<file path="config.mk">
export PLATFORM = sky130hd
export DESIGN_NAME = piso_lr_tx
export DESIGN_NICKNAME = d
export VERILOG_FILES = /design/src/rtl/piso_lr_pkg.sv /design/src/rtl/lr_bit_counter.sv /design/src/rtl/piso_lr_tx.sv
export SDC_FILE = /design/constraint.sdc
export NUM_CORES = 1
export LEC_CHECK = 0
export ABC_AREA = 0
export BUFFER_PORTS_ARGS = -buffer_cell sky130_fd_sc_hd__buf_2
export CAP_MARGIN = 5
export CORE_MARGIN = 5
export CORE_UTILIZATION = 40
export CTS_CLUSTER_SIZE = 20
export DETAILED_ROUTE_END_ITERATION = 16
export GPL_TIMING_DRIVEN = 0
export SLEW_MARGIN = 0
export SYNTH_ARGS = -nofsm -noshare
export SYNTH_HDL_FRONTEND = slang
export SYNTH_HIERARCHICAL = 1
export SYNTH_SLANG_ARGS = --single-unit
</file>
<file path="constraint.sdc">
create_clock -name clk -period 1.6 [get_ports clk]
set_input_delay 0.08 -clock clk [delete_from_list [all_inputs] [get_ports clk]]
set_output_delay 0.08 -clock clk [all_outputs]
set_load 0.005 [all_outputs]
</file>
<file path="src/rtl/piso_lr_pkg.sv">
// Shared constants for the left/right serial link (transmitter and receiver).
// Holds state/direction encodings and the counter-width helper.
package piso_lr_pkg;

    localparam logic ST_IDLE  = 1'b0;
    localparam logic ST_SHIFT = 1'b1;

    localparam logic DIR_LEFT  = 1'b0;
    localparam logic DIR_RIGHT = 1'b1;

    typedef enum logic {
        S_IDLE  = ST_IDLE,
        S_SHIFT = ST_SHIFT
    } state_e;

    function automatic int clog2(input int value);
        int result;
        result = 0;
        while ((1 << result) < value) result++;
        return result;
    endfunction

endpackage

</file>
<file path="src/rtl/lr_bit_counter.sv">
// Enabled up-counter with synchronous clear and a terminal-count flag at WIDTH-1.
// Frames one word of the serial link; shared with the receiver.
module lr_bit_counter
    import piso_lr_pkg::*;
#(
    parameter int WIDTH = 4,
    parameter int CW    = clog2(WIDTH)
) (
    input  logic          clk,
    input  logic          reset,
    input  logic          clr,
    input  logic          en,
    output logic [CW-1:0] cnt,
    output logic          tc
);

    localparam logic [CW-1:0] LAST = CW'(WIDTH - 1);

    logic [CW-1:0] cnt_q, cnt_d;

    always_comb begin
        cnt_d = cnt_q;
        if (clr)
            cnt_d = '0;
        else if (en)
            cnt_d = cnt_q + 1'b1;
    end

    always_ff @(posedge clk) begin
        if (reset)
            cnt_q <= '0;
        else
            cnt_q <= cnt_d;
    end

    assign cnt = cnt_q;
    assign tc  = (cnt_q == LAST);

endmodule

</file>
<file path="src/rtl/piso_lr_tx.sv">
// Parallel-in serial-out transmitter, MSB-first or LSB-first per word,
// with a valid/ready handshake on the serial side and a done pulse per word.
module piso_lr_tx
    import piso_lr_pkg::*;
#(
    parameter int WIDTH = 4
) (
    input  logic             clk,
    input  logic             reset,
    input  logic             load,
    input  logic [WIDTH-1:0] din,
    input  logic             direction,
    output logic             in_ready,
    output logic             sout,
    output logic             sout_valid,
    input  logic             sout_ready,
    output logic             busy,
    output logic             done
);

    localparam int CW = clog2(WIDTH);

    state_e           state_q, state_d;
    logic [WIDTH-1:0] shreg_q, shreg_d;
    logic             dir_q, dir_d;
    logic             sout_q, sout_d;
    logic             sout_valid_q, sout_valid_d;
    logic             busy_q, busy_d;
    logic             done_q, done_d;
    logic             cnt_clr, cnt_en, cnt_tc;
    logic [CW-1:0]    cnt;

    lr_bit_counter #(.WIDTH(WIDTH), .CW(CW)) u_cnt (
        .clk   (clk),
        .reset (reset),
        .clr   (cnt_clr),
        .en    (cnt_en),
        .cnt   (cnt),
        .tc    (cnt_tc)
    );

    always_comb begin
        state_d      = state_q;
        shreg_d      = shreg_q;
        dir_d        = dir_q;
        sout_d       = sout_q;
        sout_valid_d = sout_valid_q;
        busy_d       = busy_q;
        done_d       = 1'b0;
        cnt_clr      = 1'b0;
        cnt_en       = 1'b0;
        case (state_q)
            S_IDLE: begin
                sout_d       = 1'b0;
                sout_valid_d = 1'b0;
                busy_d       = 1'b0;
                if (load) begin
                    state_d      = S_SHIFT;
                    shreg_d      = din;
                    dir_d        = direction;
                    cnt_clr      = 1'b1;
                    sout_d       = (direction == DIR_LEFT) ? din[WIDTH-1] : din[0];
                    sout_valid_d = 1'b1;
                    busy_d       = 1'b1;
                end
            end
            S_SHIFT: begin
                if (sout_ready) begin
                    if (cnt_tc) begin
                        state_d      = S_IDLE;
                        sout_d       = 1'b0;
                        sout_valid_d = 1'b0;
                        busy_d       = 1'b0;
                        done_d       = 1'b1;
                    end else begin
                        cnt_en = 1'b1;
                        // sout already shows the outgoing end, so the next bit is one position in
                        if (dir_q == DIR_RIGHT) begin
                            shreg_d = shreg_q >> 1;
                            sout_d  = shreg_q[1];
                        end else begin
                            shreg_d = shreg_q << 1;
                            sout_d  = shreg_q[WIDTH-2];
                        end
                    end
                end
            end
        endcase
    end

    always_ff @(posedge clk) begin
        if (reset) begin
            state_q      <= S_IDLE;
            shreg_q      <= '0;
            dir_q        <= DIR_LEFT;
            sout_q       <= 1'b0;
            sout_valid_q <= 1'b0;
            busy_q       <= 1'b0;
            done_q       <= 1'b0;
        end else begin
            state_q      <= state_d;
            shreg_q      <= shreg_d;
            dir_q        <= dir_d;
            sout_q       <= sout_d;
            sout_valid_q <= sout_valid_d;
            busy_q       <= busy_d;
            done_q       <= done_d;
        end
    end

    assign in_ready   = (state_q == S_IDLE) & ~reset;
    assign sout       = sout_q;
    assign sout_valid = sout_valid_q;
    assign busy       = busy_q;
    assign done       = done_q;

endmodule

</file>
==> Word-level counts from Yosys, hierarchy flattened <==
Index checks and enable logic that the tools add are counted.
{ "totals": {"ram_bits": 0, "romBits": 0, "latchBits": 0, "regBits": 11, "in_bits": 9, "mem_count": 0, "output_inout_bits": 5} }
{ "classes": {"n_div": 0, "n_addsub": 1, "n_reduce_logical": 5, "mul": 0, "n_shift": 0, "n_mux": 22, "bitwise_logic": 4, "n_eq_ne": 5, "order_cmp": 0} }
{ "ops": {"columns": ["op", "n"], "rows": [
  ["2-to-1 mux 4 bit", 4],
  ["2-to-1 mux 1 bit", 14],
  ["case mux 4 bit (2 select lines)", 1],
  ["inequality test 2 bit (second input constant)", 3],
  ["case mux 1 bit (2 select lines)", 3],
  ["AND reduction 2 bit", 2],
  ["inverter 1 bit", 3],
  ["AND reduction 3 bit", 1],
  ["OR reduction 3 bit", 1],
  ["adder 2 x 1 -> 2 bit (second input constant)", 1],
  ["== test 2 bit (second input constant)", 1],
  ["inequality test 2 x 1 -> 1 bit (second input constant)", 1],
  ["OR reduction 2 bit", 1],
  ["AND 1 bit", 1]
]} }

==> Longest topological paths before layout <==
Gate-level depths: netlist (run 1).
{ "logic_depth": {"depth_word": 4, "mapped_depth": 5, "ltp_nobuf": 5} }

==> By module <==
The synthesis (run 1) kept the hierarchy.
{ "by_module_without_submodules": {"columns": ["module", "n_inst", "area_per_inst_um2", "cells_per_inst"], "rows": [
  ["piso_lr_tx", 1, 452.9, 52],
  ["lr_bit_counter", 1, 91.3, 7]
]} }

==> Worst setup path after synthesis (run 1) <==
Ideal clock, no wire load.
{ "synth_timing": {"path_type": "register -> register", "from": "reg u_cnt.cnt_q[0], in the netlist u_cnt/cnt[0]", "to": "reg shreg_q[1]", "synth_period_minus_slack_ns": 1.318, "stages_incl_launch_ff": 5, "setup_ns": 0.070, "required_ns": 1.530, "n_path_buf": 0, "setup_slack_ns": 0.282, "arrival_time_ns": 1.248, "cell_sequence": "dfxtp_1 -> ha_1 -> nand3b_1 -> a221o_1 -> a21oi_1"} }
{ "synth_between": {"elab_chain_cells": 3} }
{ "synth_rtl": {"columns": ["element", "line", "text"], "rows": [
  ["start: declaration", "lr_bit_counter.sv:19", "logic [CW-1:0] cnt_q, cnt_d;"],
  ["start signal: assignment", "lr_bit_counter.sv:33", "cnt_q <= cnt_d;"],
  ["== test 2 bit", "lr_bit_counter.sv:37", "assign tc = (cnt_q == LAST);"],
  ["named net cnt_tc", "piso_lr_tx.sv:30", "logic cnt_clr, cnt_en, cnt_tc;"],
  ["inequality test 2 bit (no source line)", null, null],
  ["AND reduction 3 bit (no source line)", null, null],
  ["end signal: assignment", "piso_lr_tx.sv:102", "shreg_q <= shreg_d;"],
  ["end: declaration", "piso_lr_tx.sv:24", "logic [WIDTH-1:0] shreg_q, shreg_d;"]
]} }
The timed path passes the listed nets, and every way through them passes these cells.
A chain may end at the register's enable or synchronous reset.

==> Worst setup path in the final report (run 1) <==
{ "layout_timing": {"from": "reg u_cnt.cnt_q[0], in the netlist u_cnt/cnt[0]", "to": "reg shreg_q[2]"} }
The elaborated chain is that of the path after synthesis.

==> out/qor.txt, run 1 <==
Status - complete, no violations
Crit path depth - 4
Die Area - 0.00220 sq mm
Setup violations, final - 0
Max rail drop VDD - 0.450 mV
Period utilisation layout - 0.913
First-pass GRT wire length - 1930 um
Setup ws final - 139 ps
Port Buffers - 13
Initial Util - 0.418
RR Endpoint - shreg_q[2]
Die width - 46.9 um
Ys Warns - 6
Layout cells sized above 1 - 0.303
Hold slack - 20.6 ps
Area of the multi-input gates - 288 sq um
Antenna-violating nets left - 0
Top Ports - 14
CP startpoint - u_cnt/cnt[0]
Rows - 13
Min Tclk post-route - 1460 ps
Bufs and invs on worst path - 0
Seq. cell area - 220 sq um
Max incr delay on CP - 400 ps
Clock-pin slew on the worst setup and hold paths - 70 ps
Launching point of the worst reg2reg path - u_cnt/cnt[0]
Synth area leaders - dfxtp_1 (40%), mux2i_1 (11%), a221o_1 (3.7%), nor3_2 (3.7%), nor2_1 (3.4%)
CP required - 1800 ps
XOR/XNOR Fraction of Synth Area - 0.0161
FF-to-FF path depth - 4
GRT Total Usage - 0.130
Synth async-reset ratio - 0
Grt ovf - 0
Core area - 0.00130 sq mm
Post-synth cell types - 26
Largest net degree at the start of global routing - 11
Mux cell area share after synthesis - 0.110
Final Skew - 3.92 ps
Clk buf depth - 2
CTS tree - done
Vias post-DR - 461
Compound-gate portion of the synthesized area - 0.177
CTS resizes - 0
Critical Path End Type - flop
Fillers - 142
EDFF count, synth - 0
Kind of critical path - flop to flop
Final Hold Fails - 0
Overall Power - 0.589 mW
Largest family of logic cells by synthesized area - simple AND/OR/NAND/NOR gates
Post-Synth Simple-Gate Area - 0.202
Die height - 46.9 um
Detailed-route DRC error count - 0
H-tree Lvls - 1
Power per cell area - 901 mW/mm^2
Actual slew at the worst max-slew pin - 415 ps
Iter 0 DRT Violations - 12
Yosys top cell by area - dfxtp_1
Prevailing post-synth register cell - dfxtp_1
CTS buffer count - 3
Commonest cells in the netlist - dfxtp_1 (11), mux2i_1 (6), nor2_1 (5), nand2_1 (4)
Hold-fix buffers, CTS - 0
Max_slew headroom - 0.723
Fin nets - 87
CTS root buffer - clkbuf_4
ANT cells - 0
Antenna violations before repair - 0
CP Capture Point - shreg_q[2]
Fmax - 685 MHz
Mapped Nets - 69
Post-DP HPWL - 854 um
Worst-Skew Late Latency - 260 ps
CP delay by family, top - compound AO/OA/AOI/OAI gates
Vias in the first global route - 442
Cell count after synthesis - 59
Drt total wl - 1140 um
Syn Area/Cell - 9.22 sq um
Slowest CP cell - a221o_1
Post-Syn Area - 544 sq um
Largest fanout on the critical path - 6
Pre-CTS setup slack - 146 ps
P_leak - 0.298 nW
Worst-path cell chain - ha_1, nand3b_1, a221o_1, a21oi_1
Critical Path Start Type - flop
GPL Wtd Cong - 0.800
Fin. max-slew vios - 0
Worst Hold Class - input pin to flop
Pre-antenna DRT Iters - 3
Synth Register Bits - 11
CTS sink count - 11
Seq/Total Area, Yosys - 0.405
Max-cap violations - 0
Count leader, synth - dfxtp_1
Vias/cell - 5.07
WL per Instance - 12.5 um
CP Data Arrival Time - 1660 ps
Post-Synth Adder-Cell Area - 0.0230
Setup TNS - 0 ps
Post-CTS setup buffer count - 0
Unrepaired setup endpoints after global routing - no
Flop2flop setup slack - 140 ps
Area growth from synthesis to layout - 20.2%
Synth top area share - 0.405
[per-layer routing]
layer	vias to the layer above	global-route usage	wire [um]	part of all wire
met5	-	0	0	0
met4	0	0.0829	17	0.015
met3	2	0.0383	62	0.055
met2	8	0.182	469	0.41
met1	207	0.172	588	0.52
li1	244	-	-	-
[cells in the final DEF, fill, tap and decap left out, types with 2 or more instances in the layout]
cell type  Yosys  layout
dfxtp_1       11      11
a221o_1        2       2
clkbuf_4       0       3
nor2_1         5       5
buf_2          2      15
nand2_1        4       4
nor3_1         2       2
nand3_1        2       2
o21a_1         2       2
nor3_2         2       2
mux2i_1        6       6
clkbuf_1       1       2
inv_1          3       3
a211oi_1       2       2
a21oi_1        3       3
[worst reg2reg max path: stages (launching register included)]
cell	delay, ps
dfxtp_1	320
ha_1	250
nand3b_1	290
a221o_1	400
a21oi_1	140
[worst min path at each step]
stage                      from      endpoint  cells past startpoint
final                     reset  u_cnt/cnt[0]                      2
after global routing      reset  u_cnt/cnt[1]                      2
after CTS                 reset  u_cnt/cnt[0]                      2
after detailed placement  reset  u_cnt/cnt[0]                      2
after global placement    reset  u_cnt/cnt[0]                      2
after floorplan           reset  u_cnt/cnt[0]                      1
[through the flow]
| step | instance area, sq um | util | cells |
|---|---|---|---|
| after floorplan | 544 | - | 59 |
| after global placement | 628 | 0.483 | 87 |
| after detailed placement | 628 | 0.483 | 87 |
| after CTS | 654 | 0.503 | 91 |
| after global routing | 654 | 0.503 | 91 |
| final | 654 | 0.503 | 91 |
[report_power, final]
group	leakage [nW]	switching [mW]	internal, mW	total (mW)
sequential	0.0904	0.0129	0.291	0.304
clock	0.0150	0.0915	0.0962	0.188
combinational	0.193	0.0506	0.0475	0.0981
[cells by family (layout without fill, tap and decap cells)]
kind of cell | count (synthesis) | after routing
multiplexers | 6 | 6
AO/OA/AOI/OAI | 12 | 12
flip-flops | 11 | 11
adder cells (fa/ha/maj) | 1 | 1
XOR/XNOR | 1 | 1
AND/OR/NAND/NOR | 20 | 20
buffers and inverters | 8 | 25
[area by class of cell]
type	instances	share of cell area
Buffer	4	0.0325
Clock buffer	4	0.0402
Sequential cell	11	0.337
Timing Repair Buffer	13	0.0994
Inverter	4	0.0229
Multi-Input combinational cell	40	0.440
Tap cell	15	0.0287
[sequential cells by signal (all words and copies together), names as in the netlist]
register   cells
busy           1
dir_q          1
u_cnt/cnt      2
done           1
state_q        1
sout           1
shreg_q        4
Power figures use the tool's default switching activity.
==> run 2, diff against run 1 <==
Settings changed: ABC_CLOCK_PERIOD_IN_PS from default to 1600, CELL_PAD_IN_SITES_DETAIL_PLACEMENT from default to 0, CELL_PAD_IN_SITES_GLOBAL_PLACEMENT from default to 1, CORE_UTILIZATION 40 to 36, PLACE_DENSITY_LB_ADDON from default to 0.1.
==> run 2 against run 1 <==
Net effect:
- critical path depth unchanged
- non-clock buffer count rose by 1
- combinational power about the same
- hold slack improved by 52 ps
- routed wire length up 3.6%
- largest power group unchanged
==> out/qor.txt, run 2 (same netlist as run 1, synthesis figures left out) <==
First-pass GRT wire length - 1970 um
Post-DP HPWL - 879 um
Clk buf depth - 2
Vias/cell - 4.94
Largest Register - shreg_q
Vias post-DR - 459
Period utilisation layout - 0.930
Final Hold Fails - 0
Port Buffers - 13
Grt ovf - 0
Fillers - 155
GRT Total Usage - 0.104
Status - complete, no violations
Final Skew - 6.44 ps
CP Data Arrival Time - 1680 ps
Clock-pin slew on the worst setup and hold paths - 80 ps
Die width - 48.9 um
CTS buffer count - 3
Initial Util - 0.370
Actual slew at the worst max-slew pin - 481 ps
Vias in the first global route - 450
Detailed-route DRC error count - 0
Power per cell area - 894 mW/mm^2
Setup TNS - 0 ps
Max reg flops - 4
Die Area - 0.00239 sq mm
Fmax - 672 MHz
Iter 0 DRT Violations - 6
Min Tclk post-route - 1490 ps
Setup ws final - 112 ps
Layout cells sized above 1 - 0.299
P_leak - 0.302 nW
Die height - 48.9 um
Drt total wl - 1180 um
Pre-antenna DRT Iters - 6
Largest net degree at the start of global routing - 11
Seq. cell area - 220 sq um
Most common cell after layout, fill and taps aside - buf_2
Fin nets - 88
Critical Path End Type - flop
Rows - 14
Area growth from synthesis to layout - 22.3%
Post-CTS setup buffer count - 0
Setup violations, final - 0
CTS root buffer - clkbuf_4
CTS tree - done
H-tree Lvls - 1
Antenna-violating nets left - 0
WL per Instance - 12.7 um
Max-cap violations - 0
Fin. max-slew vios - 0
CTS sink count - 11
Pre-CTS setup slack - 139 ps
Largest fanout on the critical path - 6
Worst-Skew Late Latency - 270 ps
Most frequent cells in the layout - buf_2 (15), dfxtp_1 (11), mux2i_1 (6), nor2_1 (5), nand2_1 (4)
Max_slew headroom - 0.679
Hold slack - 72.9 ps
Kind of critical path - flop to flop
Core area - 0.00147 sq mm
CP required - 1800 ps
ANT cells - 0
Overall Power - 0.595 mW
Area of the multi-input gates - 288 sq um
GPL Wtd Cong - 0.746
Critical Path Start Type - flop
Max rail drop VDD - 0.380 mV
Top Ports - 14
Antenna violations before repair - 0
Worst Hold Class - input pin to flop
Unrepaired setup endpoints after global routing - no
[run 2: cell types whose count changed in the layout (fill, tap and decap cells not counted), sizes merged]
cell / change
dlygate4sd3: +1
[run 2: per-stage QoR]
| stage | cell area [sq um] | cells | utilization |
|---|---|---|---|
| finish | 666 | 93 | 0.452 |
| global route | 666 | 93 | 0.452 |
| CTS | 656 | 92 | 0.446 |
| detailed placement | 629 | 88 | 0.428 |
| global placement | 629 | 88 | 0.428 |
| floorplan | 544 | 59 | - |
[run 2: area by class of cell]
class / instances / share of cell area
inverter: 4 / 0.0226
tap: 16 / 0.0301
clock buffer: 4 / 0.0395
sequential: 11 / 0.331
buffer: 4 / 0.0320
multi-input combinational: 40 / 0.432
timing repair buffer: 14 / 0.113
[run 2: per-layer routing]
| metal | vias up | track usage | routed length, um |
|---|---|---|---|
| met5 | - | 0 | 0 |
| met4 | 0 | 0.0538 | 10 |
| met3 | 2 | 0.0367 | 60 |
| met2 | 7 | 0.143 | 521 |
| met1 | 207 | 0.140 | 584 |
| li1 | 243 | - | - |
[run 2: final timing paths]
check	from	end	slack [ps]	cells after the start
setup / recovery	u_cnt/cnt[0]	shreg_q[1]	110	4
hold / removal	direction	dir_q	70	3
setup reg to reg	u_cnt/cnt[0]	shreg_q[1]	110	4
hold reg to reg	shreg_q[2]	shreg_q[2]	480	2
[run 2: report_power, final]
| part | leakage [nW] | switching (mW) | total (mW) | internal, mW |
|---|---|---|---|---|
| Sequential | 0.0904 | 0.0117 | 0.302 | 0.291 |
| Combinational | 0.197 | 0.0520 | 0.101 | 0.0491 |
| Clock | 0.0150 | 0.0952 | 0.192 | 0.0964 |
| Total | 0.302 | 0.159 | 0.595 | 0.436 |
[run 2: timing repair]
item                                    CTS  global route
hold buffers                              0             1
endpoints found under the hold margin     0             2
endpoints found under the setup margin    0             0
resized for setup                         0             0
[run 2: critical path, stage by stage, from the launching register on]
cell	delay, ps
dfxtp_1	330
ha_1	250
nand3b_1	300
a221o_1	410
a21oi_1	130
==> run 3, diff against run 2 <==
Settings changed: CORE_MARGIN 5 to 2.
==> run 3 against run 2 <==
Net effect:
- core utilization fell by 0.14 points
- non-clock buffer count fell by 1
- critical path type unchanged
- setup slack improved by 24 ps
- largest cell class unchanged
- cell area fell by 1.5%
- final cell count fell by 1.1%
- sequential cell count did not move
- global-route usage rose by 3.9 points
- die area fell by 23%
- routed wire length fell by 7.0%
==> out/qor.txt, run 3 (same netlist as run 1, synthesis figures left out) <==
Status - complete, no violations
Vias in the first global route - 469
Die width - 42.9 um
Worst-Skew Late Latency - 260 ps
Die Area - 0.00184 sq mm
Grt ovf - 0
Fillers - 157
Overall Power - 0.587 mW
Final Hold Fails - 0
Period utilisation layout - 0.915
Initial Util - 0.374
CTS sink count - 11
Max rail drop VDD - 0.481 mV
Area growth from synthesis to layout - 20.5%
CP required - 1800 ps
GRT Total Usage - 0.143
Iter 0 DRT Violations - 3
Kind of critical path - flop to flop
Rows - 14
Seq. cell area - 220 sq um
H-tree Lvls - 1
Largest Register - shreg_q
Layout cells sized above 1 - 0.303
First-pass GRT wire length - 1950 um
Port Buffers - 13
Largest fanout on the critical path - 6
ANT cells - 0
Cell-internal power - 0.435 mW
Core area - 0.00145 sq mm
Final Non-Filler Cells - 92
Clk pwr share - 0.316
Most frequent cells in the layout - buf_2 (15), dfxtp_1 (11), mux2i_1 (6), nor2_1 (5), nand2_1 (4)
CP Data Arrival Time - 1660 ps
Post-DP HPWL - 846 um
Top Ports - 14
Min Tclk post-route - 1460 ps
Final Skew - 3.69 ps
Max-cap violations - 0
Sequential Power Share - 0.517
Power per cell area - 895 mW/mm^2
GPL Wtd Cong - 0.753
Pre-antenna DRT Iters - 2
Setup TNS - 0 ps
Area of the multi-input gates - 288 sq um
WL per Instance - 11.9 um
CTS root buffer - clkbuf_4
Vias/cell - 4.99
CTS resizes - 0
Die height - 42.9 um
DP Cell Count - 88
Combinational Power Share - 0.167
Worst Hold Class - input pin to flop
Max reg flops - 4
Actual slew at the worst max-slew pin - 440 ps
Hold slack - 16.0 ps
Fin nets - 87
CTS buffer count - 3
Critical Path Start Type - flop
Sw Share - 0.259
Antenna-violating nets left - 0
Setup violations, final - 0
Net Sw Power - 0.152 mW
Clock-pin slew on the worst setup and hold paths - 70 ps
Largest net degree at the start of global routing - 11
Post-CTS setup buffer count - 0
P_leak - 0.298 nW
Detailed-route DRC error count - 0
Hold-fix buffers, CTS - 0
Fin. max-slew vios - 0
Antenna violations before repair - 0
Drt total wl - 1100 um
Fmax - 683 MHz
CTS tree - done
Vias post-DR - 459
Unrepaired setup endpoints after global routing - no
Clk buf depth - 2
Critical Path End Type - flop
Most common cell after layout, fill and taps aside - buf_2
Max_slew headroom - 0.706
-- run 3: cell types whose count changed in the layout (fill, tap and decap cells not counted) --
cell,change
dlygate4sd3_1,-1
-- run 3: worst max-delay path, stage by stage, from the launching register on --
cell      delay, ps
dfxtp_1         320
ha_1            250
nand3b_1        290
a221o_1         410
a21oi_1         130
-- run 3: area by class of cell --
cell class / count / area share
Tap cell: 16 / 0.0305
Inverter: 4 / 0.0229
Timing Repair Buffer: 13 / 0.0992
Buffer: 4 / 0.0324
Clock buffer: 4 / 0.0401
Multi-Input combinational cell: 40 / 0.439
Sequential cell: 11 / 0.336
-- run 3: worst paths after layout --
check	slack, ps	from	endpoint	cells after the start
min reg2reg	480	busy	busy	1
min	20	reset	u_cnt/cnt[0]	2
max	140	u_cnt/cnt[0]	shreg_q[1]	4
max reg2reg	140	u_cnt/cnt[0]	shreg_q[1]	4
-- run 3: power by group through the flow --
stage | sequential (mW) | clock (mW) | combinational [mW]
2_1_floorplan | 0.307 | 0 | 0.0670
3_3_place_gp | 0.309 | 0 | 0.0990
3_5_place_dp | 0.309 | 0 | 0.0989
4_1_cts | 0.303 | 0.195 | 0.0995
5_1_grt | 0.306 | 0.206 | 0.113
6_report | 0.303 | 0.186 | 0.0978
-- run 3: through the flow --
step | utilization | area (sq um) | setup slack, ps
final | 0.451 | 656 | 137
after global routing | 0.451 | 656 | 0.120
after CTS | 0.451 | 656 | 136
after detailed placement | 0.433 | 629 | 157
after global placement | 0.433 | 629 | 146
after floorplan | - | 544 | 282
-- run 3: per-layer routing --
metal / vias to the layer above / track usage / part of all wire
met5: - / 0 / 0
met4: 0 / 0.0563 / 0
met3: 0 / 0.0511 / 0.036
met2: 8 / 0.209 / 0.46
met1: 204 / 0.190 / 0.50
li1: 247 / - / -
